File: src/rtl/pdm_modulator_if.sv
// PCM sample handshake into the PDM modulator: a signed sample qualified by valid, with ready returned.
interface pdm_modulator_if;
  logic signed [15:0] audio_in;
  logic               audio_sample_valid;
  logic               ready_for_input;

  modport master (output audio_in, output audio_sample_valid, input ready_for_input);
  modport slave  (input audio_in, input audio_sample_valid, output ready_for_input);
endinterface

File: src/rtl/pdm_modulator.sv
// First-order delta-sigma PCM->PDM modulator with its own bit clock and a one-entry sample buffer.
// Optional PDM_MOD_LINEAR_INTERP_EN: linear interpolation prev->cur across each sample period.
module pdm_modulator #(
  parameter int PDM_COUNT_PERIOD = 32,
  parameter int OSR_LOG2         = 8
) (
  input  logic             clk_in,
  input  logic             rst_in,
  pdm_modulator_if.slave   aud,
  output logic             pdm_clk_out,
  output logic             pdm_out,
  output logic             pdm_step_out,
  output logic             underflow_out
);

  localparam int CW = $clog2(PDM_COUNT_PERIOD);
  localparam logic [CW-1:0] CNT_LAST = CW'(PDM_COUNT_PERIOD - 1);
  localparam logic [CW-1:0] CNT_HALF = CW'(PDM_COUNT_PERIOD / 2);

  typedef enum logic {IDLE, RUN} state_e;

  state_e               state_q, state_d;
  logic [CW-1:0]        cnt_q, cnt_d;
  logic                 pdm_clk_q, pdm_clk_d;
  logic [15:0]          buf_q, buf_d;
  logic                 buf_full_q, buf_full_d;
  logic [15:0]          cur_q, cur_d;
  logic [OSR_LOG2-1:0]  k_q, k_d;
  logic [15:0]          acc_q, acc_d;
  logic                 pdm_q, pdm_d;
  logic                 step_q;
  logic                 unf_q, unf_d;

  logic                 step, boundary, accept, load, drain, roll;
  logic [15:0]          v, u;
  logic [16:0]          sum;

`ifdef PDM_MOD_LINEAR_INTERP_EN
  logic [15:0]                 prev_q, prev_d;
  logic signed [16:0]          diff;
  logic signed [17+OSR_LOG2:0] prod;
`endif

  assign cnt_d     = (cnt_q == CNT_LAST) ? '0 : cnt_q + 1'b1;
  assign step      = (cnt_d == CNT_HALF);
  assign pdm_clk_d = (cnt_d < CNT_HALF);
  assign boundary  = (k_q == {OSR_LOG2{1'b1}});
  assign accept    = aud.audio_sample_valid & ~buf_full_q;

  always_ff @(posedge clk_in) begin
    if (rst_in) state_q <= IDLE;
    else        state_q <= state_d;
  end

  always_comb begin
    state_d = state_q;
    if (state_q == IDLE && step && buf_full_q) state_d = RUN;
  end

  always_comb begin
    load  = 1'b0;
    drain = 1'b0;
    roll  = 1'b0;
    unf_d = 1'b0;
    v     = '0;
    case (state_q)
      IDLE: begin
        load  = step & buf_full_q;
        drain = load;
      end
      RUN: begin
`ifdef PDM_MOD_LINEAR_INTERP_EN
        v = prev_q + prod[OSR_LOG2 +: 16];
`else
        v = cur_q;
`endif
        roll  = step & boundary;
        drain = roll & buf_full_q;
        unf_d = roll & ~buf_full_q;
      end
      default: ;
    endcase
  end

`ifdef PDM_MOD_LINEAR_INTERP_EN
  // floor((cur-prev)*k / OSR) via the upper product bits; the result always fits 16 bits
  assign diff = $signed({cur_q[15], cur_q}) - $signed({prev_q[15], prev_q});
  assign prod = $signed({{(OSR_LOG2+1){diff[16]}}, diff}) * $signed({18'b0, k_q});
`endif

  // Offset binary: v + 32768 is just the sign bit flipped
  assign u   = {~v[15], v[14:0]};
  assign sum = {1'b0, acc_q} + {1'b0, u};

  always_comb begin
    buf_d      = buf_q;
    buf_full_d = buf_full_q;
    cur_d      = cur_q;
    k_d        = k_q;
    acc_d      = acc_q;
    pdm_d      = pdm_q;
    if (accept) begin
      buf_d      = aud.audio_in;
      buf_full_d = 1'b1;
    end
    if (drain) begin
      buf_full_d = 1'b0;
      cur_d      = buf_q;
    end
    if (load)                        k_d = '0;
    else if (state_q == RUN && step) k_d = k_q + 1'b1;
    if (step) begin
      acc_d = sum[15:0];
      pdm_d = sum[16];
    end
  end

`ifdef PDM_MOD_LINEAR_INTERP_EN
  always_comb begin
    prev_d = prev_q;
    if (load)      prev_d = buf_q;
    else if (roll) prev_d = cur_q;
  end

  always_ff @(posedge clk_in) begin
    if (rst_in) prev_q <= '0;
    else        prev_q <= prev_d;
  end
`endif

  always_ff @(posedge clk_in) begin
    if (rst_in) begin
      cnt_q      <= '0;
      pdm_clk_q  <= 1'b0;
      buf_q      <= '0;
      buf_full_q <= 1'b0;
      cur_q      <= '0;
      k_q        <= '0;
      acc_q      <= '0;
      pdm_q      <= 1'b0;
      step_q     <= 1'b0;
      unf_q      <= 1'b0;
    end else begin
      cnt_q      <= cnt_d;
      pdm_clk_q  <= pdm_clk_d;
      buf_q      <= buf_d;
      buf_full_q <= buf_full_d;
      cur_q      <= cur_d;
      k_q        <= k_d;
      acc_q      <= acc_d;
      pdm_q      <= pdm_d;
      step_q     <= step;
      unf_q      <= unf_d;
    end
  end

  assign aud.ready_for_input = ~buf_full_q;
  assign pdm_clk_out         = pdm_clk_q;
  assign pdm_out             = pdm_q;
  assign pdm_step_out        = step_q;
  assign underflow_out       = unf_q;

endmodule

File: src/flat_wrapper.sv
// flat-port wrapper written by rule: the top's interface ports become plain ports
module pdm_modulator_flat 
#(
  parameter int PDM_COUNT_PERIOD = 32,
  parameter int OSR_LOG2         = 8
)
  (clk_in, rst_in, pdm_clk_out, pdm_out, pdm_step_out, underflow_out, aud_audio_in, aud_audio_sample_valid, aud_ready_for_input);
  pdm_modulator_if aud_i ();
  input  logic clk_in;
  input  logic rst_in;
  output logic pdm_clk_out;
  output logic pdm_out;
  output logic pdm_step_out;
  output logic underflow_out;
  input wire logic [$bits(aud_i.audio_in)-1:0] aud_audio_in;
  input wire logic [$bits(aud_i.audio_sample_valid)-1:0] aud_audio_sample_valid;
  output wire logic [$bits(aud_i.ready_for_input)-1:0] aud_ready_for_input;
  assign aud_i.audio_in = aud_audio_in;
  assign aud_i.audio_sample_valid = aud_audio_sample_valid;
  assign aud_ready_for_input = aud_i.ready_for_input;
  pdm_modulator #(.PDM_COUNT_PERIOD(PDM_COUNT_PERIOD), .OSR_LOG2(OSR_LOG2)) u_core (.clk_in(clk_in), .rst_in(rst_in), .aud(aud_i), .pdm_clk_out(pdm_clk_out), .pdm_out(pdm_out), .pdm_step_out(pdm_step_out), .underflow_out(underflow_out));
endmodule
File: config.mk
export PLATFORM = sky130hd
export DESIGN_NAME = pdm_modulator_flat
export DESIGN_NICKNAME = d
export VERILOG_FILES = /design/src/rtl/pdm_modulator_if.sv /design/src/rtl/pdm_modulator.sv /design/src/flat_wrapper.sv
export SDC_FILE = /design/constraint.sdc
export NUM_CORES = 1
export LEC_CHECK = 0
export BUFFER_PORTS_ARGS = -buffer_cell sky130_fd_sc_hd__buf_2
export CAP_MARGIN = 40
export CORE_ASPECT_RATIO = 0.7
export CORE_MARGIN = 2
export CORE_UTILIZATION = 40
export CTS_CLUSTER_DIAMETER = 200
export CTS_CLUSTER_SIZE = 14
export DETAILED_ROUTE_END_ITERATION = 6
export PLACE_DENSITY = 0.63
export SLEW_MARGIN = 10
export SYNTH_ARGS = -nofsm -noshare
export SYNTH_HDL_FRONTEND = slang
export SYNTH_SLANG_ARGS = --single-unit
File: constraint.sdc
create_clock -name clk_in -period 3.65 [get_ports clk_in]
set_clock_uncertainty 0.1 [all_clocks]
set_input_delay 0.73 -clock clk_in [delete_from_list [all_inputs] [get_ports clk_in]]
set_output_delay 0.73 -clock clk_in [all_outputs]
set_load 0.05 [all_outputs]
==> results <==
- The post-route minimum period is 2970 ps.
- The die area is 9030 um2.
- The top cell types in the final layout, fill and taps aside, are sky130_fd_sc_hd__dfxtp_1, sky130_fd_sc_hd__nand2_1, sky130_fd_sc_hd__a21oi_1, sky130_fd_sc_hd__nor2_1, sky130_fd_sc_hd__buf_2.
- Setup repair after global routing left no endpoint under its margin.
- Entering global routing, the biggest net connects 55 pins.
- Buffers placed on the I/O ports in this run total 23.
- For this run, the number of Yosys warnings is 0.
- After global routing the overflow that remains totals 0.
- The analysis attributes to cell leakage a power of 1.64 nW.
- The number of max-cap violations is 0.
- Global routing consumed, on the met3 layer, 5.13% of the routing resources.
- The initial utilization of the core area, before any placement, comes to 41.7%.
- The total area inside the core boundary comes to 7940 um2.
- In this design, the stage delay of the slowest critical-path cell is 510 ps.
- The clock drives 67 sinks.
- The worst setup path is of the flop to flop kind.
- The number of max-slew violations in the final report is 0.
- The level count of the clock H-tree is 3.
- The CTS clock-pin slew for the worst setup and hold paths is 60 ps.
- The post-layout total power is 1.76 mW.
- On the critical path the largest part of the delay comes from compound AO/OA/AOI/OAI gates.
- The DRC violation count after routing is 0.
- The clock buffer count from CTS is 9.
- At the worst endpoint, the arrival time is 3080 ps.
- Together, buffers and inverters on the worst path number 0.
- The root buffer cell chosen for the clock tree is sky130_fd_sc_hd__clkbuf_16.
- The total standard cell area after synthesis is 3310 um2.
- The worst setup path is captured at a flop.
- Global routing consumed, on the met1 layer, 24.2% of the routing resources.
- After layout, the worst path uses 81.3% of the clock period.
- The via count of the first global-routing pass was 2505.
- The total iterations of the first detailed-routing run is 4.
- The worst setup path is launched from a flop.
- The synthesis-to-layout area growth is 15.0%.
- The detail route stage leaves a number of antenna-violating nets equal to 0.
- The post-synthesis sequential element count is 67.
- The layout cell share with drive strength beyond 1 is 13.0%.
- In the global route stage, overall resource usage came out at 16.7%.
- The floorplan step set the die width to 113 um.
- In the final routed layout, each cell accounts on average for 13.7 um.
- The top flip-flop cell by instance count after synthesis is sky130_fd_sc_hd__dfxtp_1.
- The number of nets handed over by synthesis was 423.
- In this run the post-CTS setup repair buffer count came out at 0.
- The chip height is 80.1 um.
- Pin placement for this block handled 24 I/O pins.
- The first-pass GRT wire length is 12.0 mm.
- The number of different library cells used by synthesis comes to 52.
- The hold violation total from the final report came to 0.
- The maximum clock frequency is 337 MHz.
- The total length of routed wires is 6.98 mm.
- The number of rows in the core area is 27.
- The leading cell type in the layout, fill and taps excluded is sky130_fd_sc_hd__dfxtp_1.
- The met2 demand-to-capacity share in global routing is 23.8%.
- Traced cell by cell, the critical path runs through and2_1 -> ha_1 -> fa_1 -> a21o_1 -> a311o_1 -> o211ai_2 -> a211oi_1 -> or3_1 -> a32o_1.
- The vias per cell is 5.30.
- Excluding fillers, the count of instances in the completed layout stands at 509.
- The busiest metal layer after global routing is met1.
- The worst path meets setup with 682 ps of slack.
- For this design, the slowest cell found on the critical path is sky130_fd_sc_hd__dfxtp_1.
- The required time at the worst-slack endpoint is 3770 ps.
- The measured slew at the worst slew-check pin is 637 ps.
- The later pin in the worst-skew pair is clocked with a latency of 330 ps.
- Counting the fill cells in the layout gives 760.
- The number of flops mapped to enable cells by yosys is 0.
- The longest clock path from root to sink contains 2 buffers.
- Sequential cells were found to cover 40.5% of the synthesized design area.
- The final setup violation count is 0.
- The maximum resistive drop on vdd is 0.262 mV.
- The DRC violation total after the first TritonRoute iteration is 147.
- In this run the power density over the cells is 463 nW/um2.
- The max-slew headroom at the worst pin is 57.5%.
- The clock tree from TritonCTS is done.
- Of all nets on the critical path, the largest fanout is 23.
- The number of nets at the end of the flow is 442.
- The repair_antennas step left the layout with diodes totalling 0.
- The run finished with clean final reports.
- After routing, the total negative slack on setup checks comes to 0 ps.
- In this run, post-CTS repair resized a total of 0 instances.
- The HPWL after detailed placement is 4.80 mm.
- The detailed router placed 2698 vias in this run.
- In the synthesized netlist the async set-or-reset flop fraction comes to 0%.
- The synthesized netlist cell count is 384.
- The weighted congestion reported at the end of routability-driven placement is 0.820.
- The path class of the tightest hold or removal check is flop to flop.
- In this run, placement finished with an instance count of 493.
- The number of antenna violations at the first check in global routing is 0.
- The pre-CTS worst setup slack is 720 ps.
- In this run, post-CTS hold repair placed 0 buffers.
- The mean area per synthesized cell is 8.62 um2.
[cells in the mapped netlist (all sizes together), types with 2 or more instances]
cell | number | area [um2]
o31a | 2 | 17.5
a21o | 4 | 30.0
nand2 | 63 | 236
or3 | 3 | 18.8
a21oi | 39 | 195
inv | 6 | 22.5
clkbuf | 15 | 56.3
o22ai | 3 | 18.8
o211ai | 2 | 20.0
nor3 | 9 | 45.0
ha | 19 | 238
a31o | 2 | 17.5
nand2b | 2 | 12.5
and2 | 15 | 93.8
nand3 | 9 | 45.0
xor2 | 4 | 35.0
a211oi | 6 | 45.0
mux2i | 18 | 180
dfxtp | 67 | 1340
nor2b | 4 | 25.0
nand4 | 2 | 12.5
a211o | 3 | 26.3
and3 | 2 | 12.5
nor4 | 6 | 37.5
nor2 | 33 | 126
xnor2 | 12 | 105
nor4b | 2 | 17.5
nand3b | 3 | 22.5
o21ai | 8 | 40.0
buf | 4 | 42.5
or2 | 2 | 15.0
[through the flow]
step	hold slack, ps	util (%)	area, um2
floorplan	332	-	3310
global placement	345	43.8	3470
detailed placement	348	43.9	3480
CTS	356	47.9	3810
global route	375	47.9	3810
finish	352	47.9	3810
[cell families (layout without fill, tap and decap cells)]
logic type | after synthesis | after routing | synth area share, %
XOR/XNOR | 16 | 16 | 4.23
adder cells (fa/ha/maj) | 20 | 20 | 7.79
multiplexers | 19 | 19 | 5.78
buffers and inverters | 25 | 49 | 3.67
flip-flops | 67 | 67 | 40.5
AO/OA/AOI/OAI | 81 | 81 | 16.0
AND/OR/NAND/NOR | 156 | 156 | 22.0
[area by class of cell]
type | instances | area, um2 | area share, %
Multi-Input combinational cell | 292 | 1850 | 48.5
Sequential cell | 67 | 1340 | 35.2
Tap cell | 101 | 126 | 3.32
Timing Repair Buffer | 27 | 145 | 3.81
Clock inverter | 6 | 95.1 | 2.50
Clock buffer | 10 | 229 | 6.02
Inverter | 6 | 22.5 | 0.592
[where the power goes]
part	switching, mW	internal, mW	total [mW]
clock network	0.336	0.607	0.942
registers	0.0110	0.747	0.758
logic	0.0398	0.0227	0.0625
[registers in the layout, indices dropped and copies added (netlist names)]
register	flops
u_core.buf_full_q	1
u_core.buf_q	16
u_core.pdm_clk_out	1
u_core.underflow_out	1
u_core.state_q	1
u_core.cur_q	16
u_core.pdm_step_out	1
u_core.cnt_q	5
u_core.acc_q	16
u_core.k_q	8
u_core.pdm_out	1
[final timing paths]
path	slack (ps)	end	depth (start not counted)	from
max	680	u_core.acc_q[12]$_SDFFE_PP0N_	9	u_core.state_q$_SDFFE_PP0P_
min	350	u_core.buf_q[2]$_SDFFE_PP0P_	2	u_core.buf_q[2]$_SDFFE_PP0P_
max reg2reg	680	u_core.acc_q[12]$_SDFFE_PP0N_	9	u_core.state_q$_SDFFE_PP0P_
min reg2reg	350	u_core.buf_q[2]$_SDFFE_PP0P_	2	u_core.buf_q[2]$_SDFFE_PP0P_
[per-layer routing]
| layer | up-vias | wire length (um) |
|---|---|---|
| met1 | 1250 | 3650 |
| met2 | 54 | 2950 |
| li1 | 1388 | - |
| met5 | - | 0 |
| met3 | 6 | 312 |
| met4 | 0 | 63 |
[worst min-delay path: cells and delay by family, from the launching register on]
family          cells  cell delay (ps)
flops               1              300
simple gates        1               50
compound gates      1               50
No activity file was read; power rests on OpenSTA's default activity.
